--- src/rtl/header_gen_pkg.sv ---
// Shared types and helpers for the pseudo-random header generator.
// Holds the FSM state type, LFSR constants and the step/keep helper functions.
package header_gen_pkg;

    typedef enum logic [1:0] {
        IDLE  = 2'd0,
        GAP   = 2'd1,
        VALID = 2'd2
    } state_e;

    // Right-shift Galois mask for x^32 + x^22 + x^2 + x + 1
    localparam logic [31:0] LFSR_POLY    = 32'h8020_0003;
    localparam logic [31:0] DEFAULT_SEED = 32'hACE1_ACE1;

    function automatic logic [31:0] lfsr_next(input logic [31:0] s);
        return {1'b0, s[31:1]} ^ (s[0] ? LFSR_POLY : 32'h0);
    endfunction

    function automatic logic [31:0] keep_from_n(input logic [5:0] n);
        logic [32:0] t;
        t = (33'd1 << n) - 33'd1;
        return t[31:0];
    endfunction

endpackage

--- src/rtl/header_lfsr.sv ---
// 32-bit Galois LFSR with seed load (zero seed replaced by the default) and advance strobe.
// words_o and keep_src_o are look-ahead views of the state the register takes at the next edge.
module header_lfsr
    import header_gen_pkg::*;
#(
    parameter int NWORDS = 1
) (
    input  logic                  clk,
    input  logic                  rst,
    input  logic                  seed_load_i,
    input  logic [31:0]           seed_i,
    input  logic                  advance_i,
    output logic [NWORDS*32-1:0]  words_o,
    output logic [15:0]           keep_src_o
);

    logic [31:0] lfsr_q;
    logic [31:0] lfsr_d;
    logic [31:0] walk;

    always_comb begin
        lfsr_d = lfsr_q;
        if (seed_load_i) begin
            lfsr_d = (seed_i == 32'h0) ? DEFAULT_SEED : seed_i;
        end else if (advance_i) begin
            lfsr_d = lfsr_next(lfsr_q);
        end
    end

    always_ff @(posedge clk or posedge rst) begin
        if (rst) begin
            lfsr_q <= DEFAULT_SEED;
        end else begin
            lfsr_q <= lfsr_d;
        end
    end

    // Word i is the state i+1 steps beyond the upcoming register value
    always_comb begin
        walk    = lfsr_d;
        words_o = '0;
        for (int i = 0; i < NWORDS; i++) begin
            walk                = lfsr_next(walk);
            words_o[32*i +: 32] = walk;
        end
    end

    assign keep_src_o = lfsr_d[15:0];

endmodule

--- src/rtl/header_gen.sv ---
// Pseudo-random insert-header source with valid/ready hold, loadable LFSR seed and programmable gap.
// Optional HEADER_GEN_NONZERO_KEEP_EN: keep length drawn from 1..DATA_BYTE_WD instead of 0..DATA_BYTE_WD.
module header_gen
    import header_gen_pkg::*;
#(
    parameter int DATA_WD      = 32,
    parameter int DATA_BYTE_WD = DATA_WD / 8,
    parameter int GAP_WD       = 10,
    parameter int CNT_WD       = 16
) (
    input  logic                    clk,
    input  logic                    rst,
    input  logic                    enable,
    input  logic [GAP_WD-1:0]       gap_cfg,
    input  logic                    seed_load,
    input  logic [31:0]             seed,
    output logic                    valid_insert,
    input  logic                    ready_insert,
    output logic [DATA_BYTE_WD-1:0] keep_insert,
    output logic [DATA_WD-1:0]      header_insert,
    output logic [CNT_WD-1:0]       hdr_count
);

    localparam int NWORDS = DATA_WD / 32;

    state_e                  state_q, state_d;
    logic [GAP_WD-1:0]       cnt_q, cnt_d;
    logic [CNT_WD-1:0]       hcnt_q, hcnt_d;
    logic [DATA_WD-1:0]      hdr_q, hdr_d;
    logic [DATA_BYTE_WD-1:0] keep_q, keep_d;

    logic                    handshake;
    logic                    load_ok;
    logic                    capture;
    logic                    clear;
    logic [DATA_WD-1:0]      words_nx;
    logic [15:0]             keep_src;
    logic [5:0]              keep_n;

    assign handshake = (state_q == VALID) && ready_insert;
    // The held header must not change under a seed load
    assign load_ok   = seed_load && (state_q != VALID);

    header_lfsr #(
        .NWORDS (NWORDS)
    ) u_lfsr (
        .clk         (clk),
        .rst         (rst),
        .seed_load_i (load_ok),
        .seed_i      (seed),
        .advance_i   (handshake),
        .words_o     (words_nx),
        .keep_src_o  (keep_src)
    );

    always_comb begin
`ifdef HEADER_GEN_NONZERO_KEEP_EN
        keep_n = 6'(keep_src % 16'(DATA_BYTE_WD)) + 6'd1;
`else
        keep_n = 6'(keep_src % 16'(DATA_BYTE_WD + 1));
`endif
    end

    always_comb begin
        state_d = state_q;
        cnt_d   = cnt_q;
        hcnt_d  = hcnt_q;
        capture = 1'b0;
        clear   = 1'b0;
        case (state_q)
            IDLE: begin
                if (enable) begin
                    if (gap_cfg == '0) begin
                        state_d = VALID;
                        capture = 1'b1;
                    end else begin
                        state_d = GAP;
                        cnt_d   = gap_cfg - GAP_WD'(1);
                    end
                end
            end
            GAP: begin
                if (!enable) begin
                    state_d = IDLE;
                end else if (cnt_q == '0) begin
                    state_d = VALID;
                    capture = 1'b1;
                end else begin
                    cnt_d = cnt_q - GAP_WD'(1);
                end
            end
            VALID: begin
                if (handshake) begin
                    hcnt_d = hcnt_q + CNT_WD'(1);
                    if (enable && (gap_cfg == '0)) begin
                        capture = 1'b1;
                    end else if (enable) begin
                        state_d = GAP;
                        cnt_d   = gap_cfg - GAP_WD'(1);
                        clear   = 1'b1;
                    end else begin
                        state_d = IDLE;
                        clear   = 1'b1;
                    end
                end
            end
            default: state_d = IDLE;
        endcase

        hdr_d  = hdr_q;
        keep_d = keep_q;
        if (capture) begin
            hdr_d  = words_nx;
            keep_d = DATA_BYTE_WD'(keep_from_n(keep_n));
        end else if (clear) begin
            hdr_d  = '0;
            keep_d = '0;
        end
    end

    always_ff @(posedge clk or posedge rst) begin
        if (rst) begin
            state_q <= IDLE;
            cnt_q   <= '0;
            hcnt_q  <= '0;
            hdr_q   <= '0;
            keep_q  <= '0;
        end else begin
            state_q <= state_d;
            cnt_q   <= cnt_d;
            hcnt_q  <= hcnt_d;
            hdr_q   <= hdr_d;
            keep_q  <= keep_d;
        end
    end

    assign valid_insert  = (state_q == VALID);
    assign keep_insert   = keep_q;
    assign header_insert = hdr_q;
    assign hdr_count     = hcnt_q;

endmodule

--- config.mk ---
export PLATFORM = sky130hd
export DESIGN_NAME = header_gen
export DESIGN_NICKNAME = d
export VERILOG_FILES = /design/src/rtl/header_gen_pkg.sv /design/src/rtl/header_lfsr.sv /design/src/rtl/header_gen.sv
export SDC_FILE = /design/constraint.sdc
export NUM_CORES = 1
export LEC_CHECK = 0
export CAP_MARGIN = 30
export CELL_PAD_IN_SITES_DETAIL_PLACEMENT = 1
export CELL_PAD_IN_SITES_GLOBAL_PLACEMENT = 1
export CORE_ASPECT_RATIO = 1.5
export CORE_MARGIN = 10
export CORE_UTILIZATION = 40
export CTS_CLUSTER_SIZE = 10
export DETAILED_ROUTE_END_ITERATION = 8
export PLACE_DENSITY = 0.86
export SETUP_SLACK_MARGIN = 0.5
export SLEW_MARGIN = 30
export SYNTH_ARGS = -nofsm -noshare
export SYNTH_HDL_FRONTEND = slang
export SYNTH_HIERARCHICAL = 1
export SYNTH_SLANG_ARGS = --single-unit
--- constraint.sdc ---
create_clock -name clk -period 10.7 [get_ports clk]
set_input_delay 2.14 -clock clk [delete_from_list [all_inputs] [get_ports clk]]
set_output_delay 2.14 -clock clk [all_outputs]
set_load 0.02 [all_outputs]
==> results of run 1 <==
-- where the power goes --
part           total [W]  internal (W)  switching (W)  leakage, nW
Clock           0.000377      0.000210       0.000167        0.164
Combinational   0.000636      0.000260       0.000376         2.22
Sequential      0.000432      0.000402      0.0000295         1.19
-- Yosys cell counts (all sizes together) (8+ instances only) --
cell,instances,area (µm²)
mux2i,26,260
nor4,17,113
xnor2,17,149
clkbuf,32,121
dfstp,16,420
o31ai,8,60.1
o211ai,12,95.1
dfrtp,80,2000
a31oi,11,68.8
a22o,34,298
nand3,23,120
nor3,29,150
a21oi,59,299
buf,75,547
inv,24,90.1
and3,10,67.6
nand4,11,68.8
xor2,10,87.6
and2,17,109
nor2,52,200
nand2,62,233
nor2b,10,65.1
o21ai,53,277
a211oi,26,200
o21a,9,67.6
-- worst paths after layout --
kind	startpoint	end	depth (start not counted)
setup / recovery	seed[0]	keep_insert[2]	37
hold / removal	hdr_count[15]	hdr_count[15]	1
setup reg to reg	state_q[0]	keep_insert[2]	35
hold reg to reg	hdr_count[15]	hdr_count[15]	1
max in group asynchronous	rst	cnt_q[7]	3
min in group asynchronous	rst	u_lfsr/lfsr_q[12]	3
-- what timing repair did --
item                                    4_1_cts  5_1_grt
hold buffers                                  0        0
setup buffers                                 0        2
endpoints found under the setup margin        0        2
resized for setup                             0       22
-- layer usage --
| layer | track usage [%] | share of wire, % | vias up |
|---|---|---|---|
| li1 | - | - | 3334 |
| met1 | 23.5 | 42 | 3722 |
| met2 | 33.8 | 51 | 210 |
| met3 | 3.17 | 4.1 | 50 |
| met4 | 8.45 | 2.8 | 0 |
| met5 | 0 | 0 | - |
-- registers in the layout, indices dropped and copies added (netlist names) --
register,flops
header_insert,32
u_lfsr/lfsr_q,32
hdr_count,16
cnt_q,10
keep_insert,4
state_q,2
-- final cells by class --
type                       instances  area share (%)
clock buffer                       9            2.49
clock inverter                     7            1.19
inverter                          26            1.08
multi-input combinational        642            50.0
sequential                        96            26.8
tap                              252            3.49
timing repair buffer             143            14.9
-- stage by stage --
stage,total power (W),std cells,instance area (µm²)
finish,0.00144,1175,9040
CTS,0.00143,1173,8900
floorplan,0.000881,871,7570
global placement,0.00103,1156,8540
global route,0.00153,1175,9040
detailed placement,0.00104,1157,8570
-- kinds of logic after synthesis --
family | count (synthesis) | synth area share [%]
mux | 29 | 3.94
buf+inv | 133 | 10.1
compound gates | 295 | 29.0
fa+ha+maj | 7 | 1.16
xor+xnor | 27 | 3.12
simple gates | 284 | 20.7
flops | 96 | 32.0
==> reports/results.tsv, run 1 <==
stage	metric	value	unit
status	status	complete, no violations	
layout	syn2layout_area_growth	19.4	%
power	p_per_area	160	nW/µm²
routing	wl	25400	µm
sta	clock_skew	0.0179	ns
place	port_buffers	99	
worst_setup_path	path_class	in2reg	
worst_setup_path	r2r_setup_slack	2.55	ns
routing	initialDrtViolationCount	507	
worst_setup_path	worstPathMaxFanout	15	
sta	setup_viol	0	
global_route	grtUsageTotal	19.6	%
worst_setup_path	crit_family	simple AND/OR/NAND/NOR gates	
global_route	gr-total-overflow	0	
sta	finalMaxSlewViolations	0	
place	place.gp.congestion	0.933	
yosys	yosysUniqueCellTypes	115	
floorplan	die_area	24900	µm²
worst_setup_path	cp.buffers_inverters	6	
floorplan	coreArea	18500	µm²
clocking	clock_sink_count	96	
routing	wl_per_cell	21.6	µm
floorplan	die_h	188	µm
sta	relSlewSlack	38.1	%
layout	utilization	48.7	%
sta	hold_slack	0.468	ns
layout	finalNetCount	972	
min_path	min_path_type	reg2reg	
yosys	synth_edf_count	0	
layout	layout_commonest_cell	clkdlybuf4s50_1	
worst_setup_path	cp-start-kind	input port	
worst_setup_path	critPathMaxStageDelay	0.54	ns
global_route	grt_pass1_wl	40700	µm
routing	first_pass_iters	5	
yosys	synth_area	7570	µm²
floorplan	ios	100	
global_route	grt_pass1_vias	7515	
floorplan	start_util	40.8	%
sta	fin_crit_sh	90.3	%
worst_setup_path	required	11.00	ns
floorplan	rows	61	
yosys	yosysSeqAreaShare	32.0	%
sta	setup_slack	1.04	ns
power	peakVddDrop	0.0879	mV
clocking	cts_buffer_depth	2	
yosys	synth-seq-cells	96	
sta	setup_tns	0	ns
run	maxCapViolCount	0	
layout	seq_area	2420	µm²
layout	multiInputGateArea	4520	µm²
sta	max_slew.worst_pin.slew	0.929	ns
power	p_leak	3.58	nW
yosys	synth_flop_cell	dfrtp_1	
yosys	synthesis.nets	925	
clocking	path_clk_slew	0.07	ns
place	pre_cts_slack	0.522	ns
layout	final_cell_mix	clkdlybuf4s50_1, dfrtp_1, nand2_1	
sta	period_needed	9.66	ns
routing	ant_nets	0	
global_route	antenna_found_initial	0	
routing	vias_per_cell	6.23	
layout	num_antenna_cells	0	
clocking	cts_max_level	3	
layout	n_fill_cell	2136	
worst_setup_path	cp-end-kind	flop	
routing	drc	0	
worst_setup_path	crit_arrival	9.95	ns
global_route	grt_max_degree	65	
place	dp_hpwl	18000	µm
sta	fmaxAchievable	104	MHz
sta	finalHoldViolCount	0	
clocking	root_buffer	clkbuf_16	
yosys	syn_inst	871	
clocking	cts_buffers	9	
clocking	cts_tree	yes	
yosys	syn_avg_cell_area	8.69	µm²
floorplan	die_width	132	µm
worst_setup_path	slowest_stage	or4b_4	
sta	rsz0062_at_grt	false	
routing	vias	7316	
clocking	insertion_delay	0.37	ns
layout	drive_gt1_share	15.1	%
yosys	yosys_warnings	6	
yosys	async_flop_share	100	%
(Power assumes the default switching activity.)
==> run 2: changes to the inputs <==
Settings changed: CELL_PAD_IN_SITES_DETAIL_PLACEMENT 1 to 2, CELL_PAD_IN_SITES_GLOBAL_PLACEMENT 1 to 2, CORE_UTILIZATION 40 to 34, PLACE_DENSITY 0.86 to 0.9.
==> reports/results.tsv, run 2 (synthesized netlist as in run 1, its figures left out) <==
stage	metric	value	unit	change
routing	vias_per_cell	6.51		+4.5%
clocking	insertion_delay	0.38	ns	about the same
clocking	path_clk_slew	0.08	ns	about the same
sta	finalMaxSlewViolations	0		unchanged
power	intPower	0.000841	W	-3.5%
floorplan	coreArea	21800	µm²	+18%
routing	wl	35400	µm	+39%
sta	setup_tns	0	ns	unchanged
global_route	grt_pass1_vias	8444		+12%
sta	fmaxAchievable	98.6	MHz	-4.7%
worst_setup_path	reg2reg_from	state_q[0]		
sta	hold_slack	0.488	ns	+0.0191 ns
sta	period_needed	10.14	ns	+0.480 ns
global_route	grtUsageTotal	21.5	%	+1.9 points
power	p_leak	3.65	nW	+2.1%
worst_setup_path	critPathMaxStageDelay	0.48	ns	-0.06 ns
power	p_sw	0.000661	W	+15%
layout	fin_cells	1213		+3.2%
floorplan	ios	100		unchanged
global_route	gr-total-overflow	0		unchanged
power	combPwrFrac	47.6	%	+3.6 points
worst_setup_path	crit_arrival	10.45	ns	+0.50 ns
floorplan	die_h	203	µm	+7.6%
routing	initialDrtViolationCount	568		+12%
layout	num_antenna_cells	0		unchanged
worst_setup_path	cp-endpoint	keep_insert[2]		
power	clkPwrFrac	23.2	%	-2.9 points
clocking	cts_max_level	3		unchanged
layout	layout_commonest_cell	clkdlybuf4s50_1		
clocking	cts_buffers	9		unchanged
clocking	cts_buffer_depth	2		unchanged
worst_setup_path	r2r_cells	36		+2.9%
worst_setup_path	crit_path_start	seed[10]		
routing	wl_per_cell	29.2	µm	+35%
clocking	root_buffer	clkbuf_16		
place	dp.cells	1182		+2.2%
layout	n_fill_cell	2380		+11%
routing	first_pass_iters	6		+1
layout	drive_gt1_share	17.4	%	+2.4 points
layout	syn2layout_area_growth	21.3	%	
worst_setup_path	slowest_stage	nor3_1		
power	p_sw_share	44.0	%	+4.3 points
worst_setup_path	timing.rr.end	keep_insert[2]		
place	dp_hpwl	22000	µm	+22%
place	placed_area	8610	µm²	+0.54%
floorplan	start_util	34.7	%	-6.1 points
layout	finalNetCount	990		+1.9%
place	place.gp.congestion	0.908		-2.7%
routing	vias	7896		+7.9%
global_route	grt_pass1_wl	49900	µm	+22%
power	p_per_area	164	nW/µm²	+2.3%
layout	final_cell_mix	clkdlybuf4s50_1, dfrtp_1, nand2_1		
clocking	clock_sink_count	96		unchanged
run	maxCapViolCount	0		unchanged
min_path	min_path_type	reg2reg		
worst_setup_path	required	11.02	ns	+0.02 ns
worst_setup_path	cp-start-kind	input port		
place	port_buffers	99		unchanged
worst_setup_path	cp-end-kind	flop		
global_route	antenna_found_initial	0		unchanged
status	status	complete, no violations		
global_route	grt_max_degree	65		unchanged
routing	ant_nets	0		unchanged
floorplan	die_area	28700	µm²	+15%
sta	max_slew.worst_pin.slew	0.760	ns	-0.169 ns
worst_setup_path	worstPathMaxFanout	16		+1
sta	fin_crit_sh	94.8	%	+4.5 points
sta	setup_viol	0		unchanged
floorplan	die_width	142	µm	+7.2%
sta	clock_skew	0.0218	ns	+0.00389 ns
sta	rsz0062_at_grt	false		
power	peakVddDrop	0.0829	mV	-5.7%
floorplan	rows	66		+8.2%
worst_setup_path	path_class	in2reg		
sta	finalHoldViolCount	0		unchanged
clocking	cts_tree	yes		
power	seqPwrFrac	29.2	%	-0.7 points
worst_setup_path	crit_top_cell	ha_1		
routing	drc	0		unchanged
sta	relSlewSlack	49.3	%	+11 points
worst_setup_path	r2r_setup_slack	1.77	ns	-0.78 ns
layout	design_area	9180	µm²	+1.6%
## run 2: final cells by class
| class | instances | area, µm² | area share [%] |
|---|---|---|---|
| well taps | 272 | 340 | 3.71 |
| flip-flops and latches | 96 | 2420 | 26.4 |
| repair buffers | 160 | 1480 | 16.1 |
| multi-input cells | 643 | 4540 | 49.4 |
| clock inverters | 7 | 77.6 | 0.845 |
| clock buffers | 9 | 225 | 2.45 |
| inverters | 26 | 97.6 | 1.06 |
## run 2: timing repair
| item | CTS | global route |
|---|---|---|
| buffers inserted | 0 | 14 |
| resized for setup | 6 | 26 |
| setup endpoints to repair | 1 | 2 |
| hold buffers | 0 | 0 |
| gates cloned | 0 | 1 |
| pin swaps | 0 | 6 |
## run 2: power by group through the flow
stage	Combinational [W]	Sequential (W)	Clock, W
4_1_cts	0.000653	0.000436	0.000347
3_3_place_gp	0.000606	0.000437	0
5_1_grt	0.000761	0.000443	0.000365
2_1_floorplan	0.000435	0.000446	0
3_5_place_dp	0.000635	0.000441	0
6_report	0.000714	0.000439	0.000349
## run 2: worst max-delay path: cells and delay by family
family | cells | cell delay (ns)
AND/OR/NAND/NOR | 13 | 3.17
AO/OA/AOI/OAI | 14 | 3.37
buffers and inverters | 5 | 1.10
adder cells (fa/ha/maj) | 3 | 0.65
## run 2: per-stage QoR
step           util, %  power (W)  setup WS [ns]
6_report          42.1    0.00150          0.562
5_1_grt           42.1    0.00157          0.137
4_1_cts           41.0    0.00144          0.542
3_5_place_dp      39.5    0.00108          0.131
3_3_place_gp      39.5    0.00104          0.737
2_1_floorplan        -   0.000881           1.41
## run 2: worst min-delay path by stage
stage,depth (start not counted),slack [ns],startpoint,end
final,1,0.49,hdr_count[15],hdr_count[15]
after global routing,1,0.51,hdr_count[15],hdr_count[15]
after CTS,1,0.50,hdr_count[15],hdr_count[15]
after detailed placement,1,0.48,hdr_count[15],hdr_count[15]
after global placement,1,0.46,hdr_count[15],hdr_count[15]
after floorplan,2,0.47,cnt_q[0],cnt_q[0]
## run 2: per-layer routing
metal	up-vias	track usage [%]	wire length [µm]
li1	3376	-	-
met3	101	3.74	2030
met5	-	0	0
met4	0	8.05	1520
met2	352	39.2	18500
met1	4067	24.0	13400
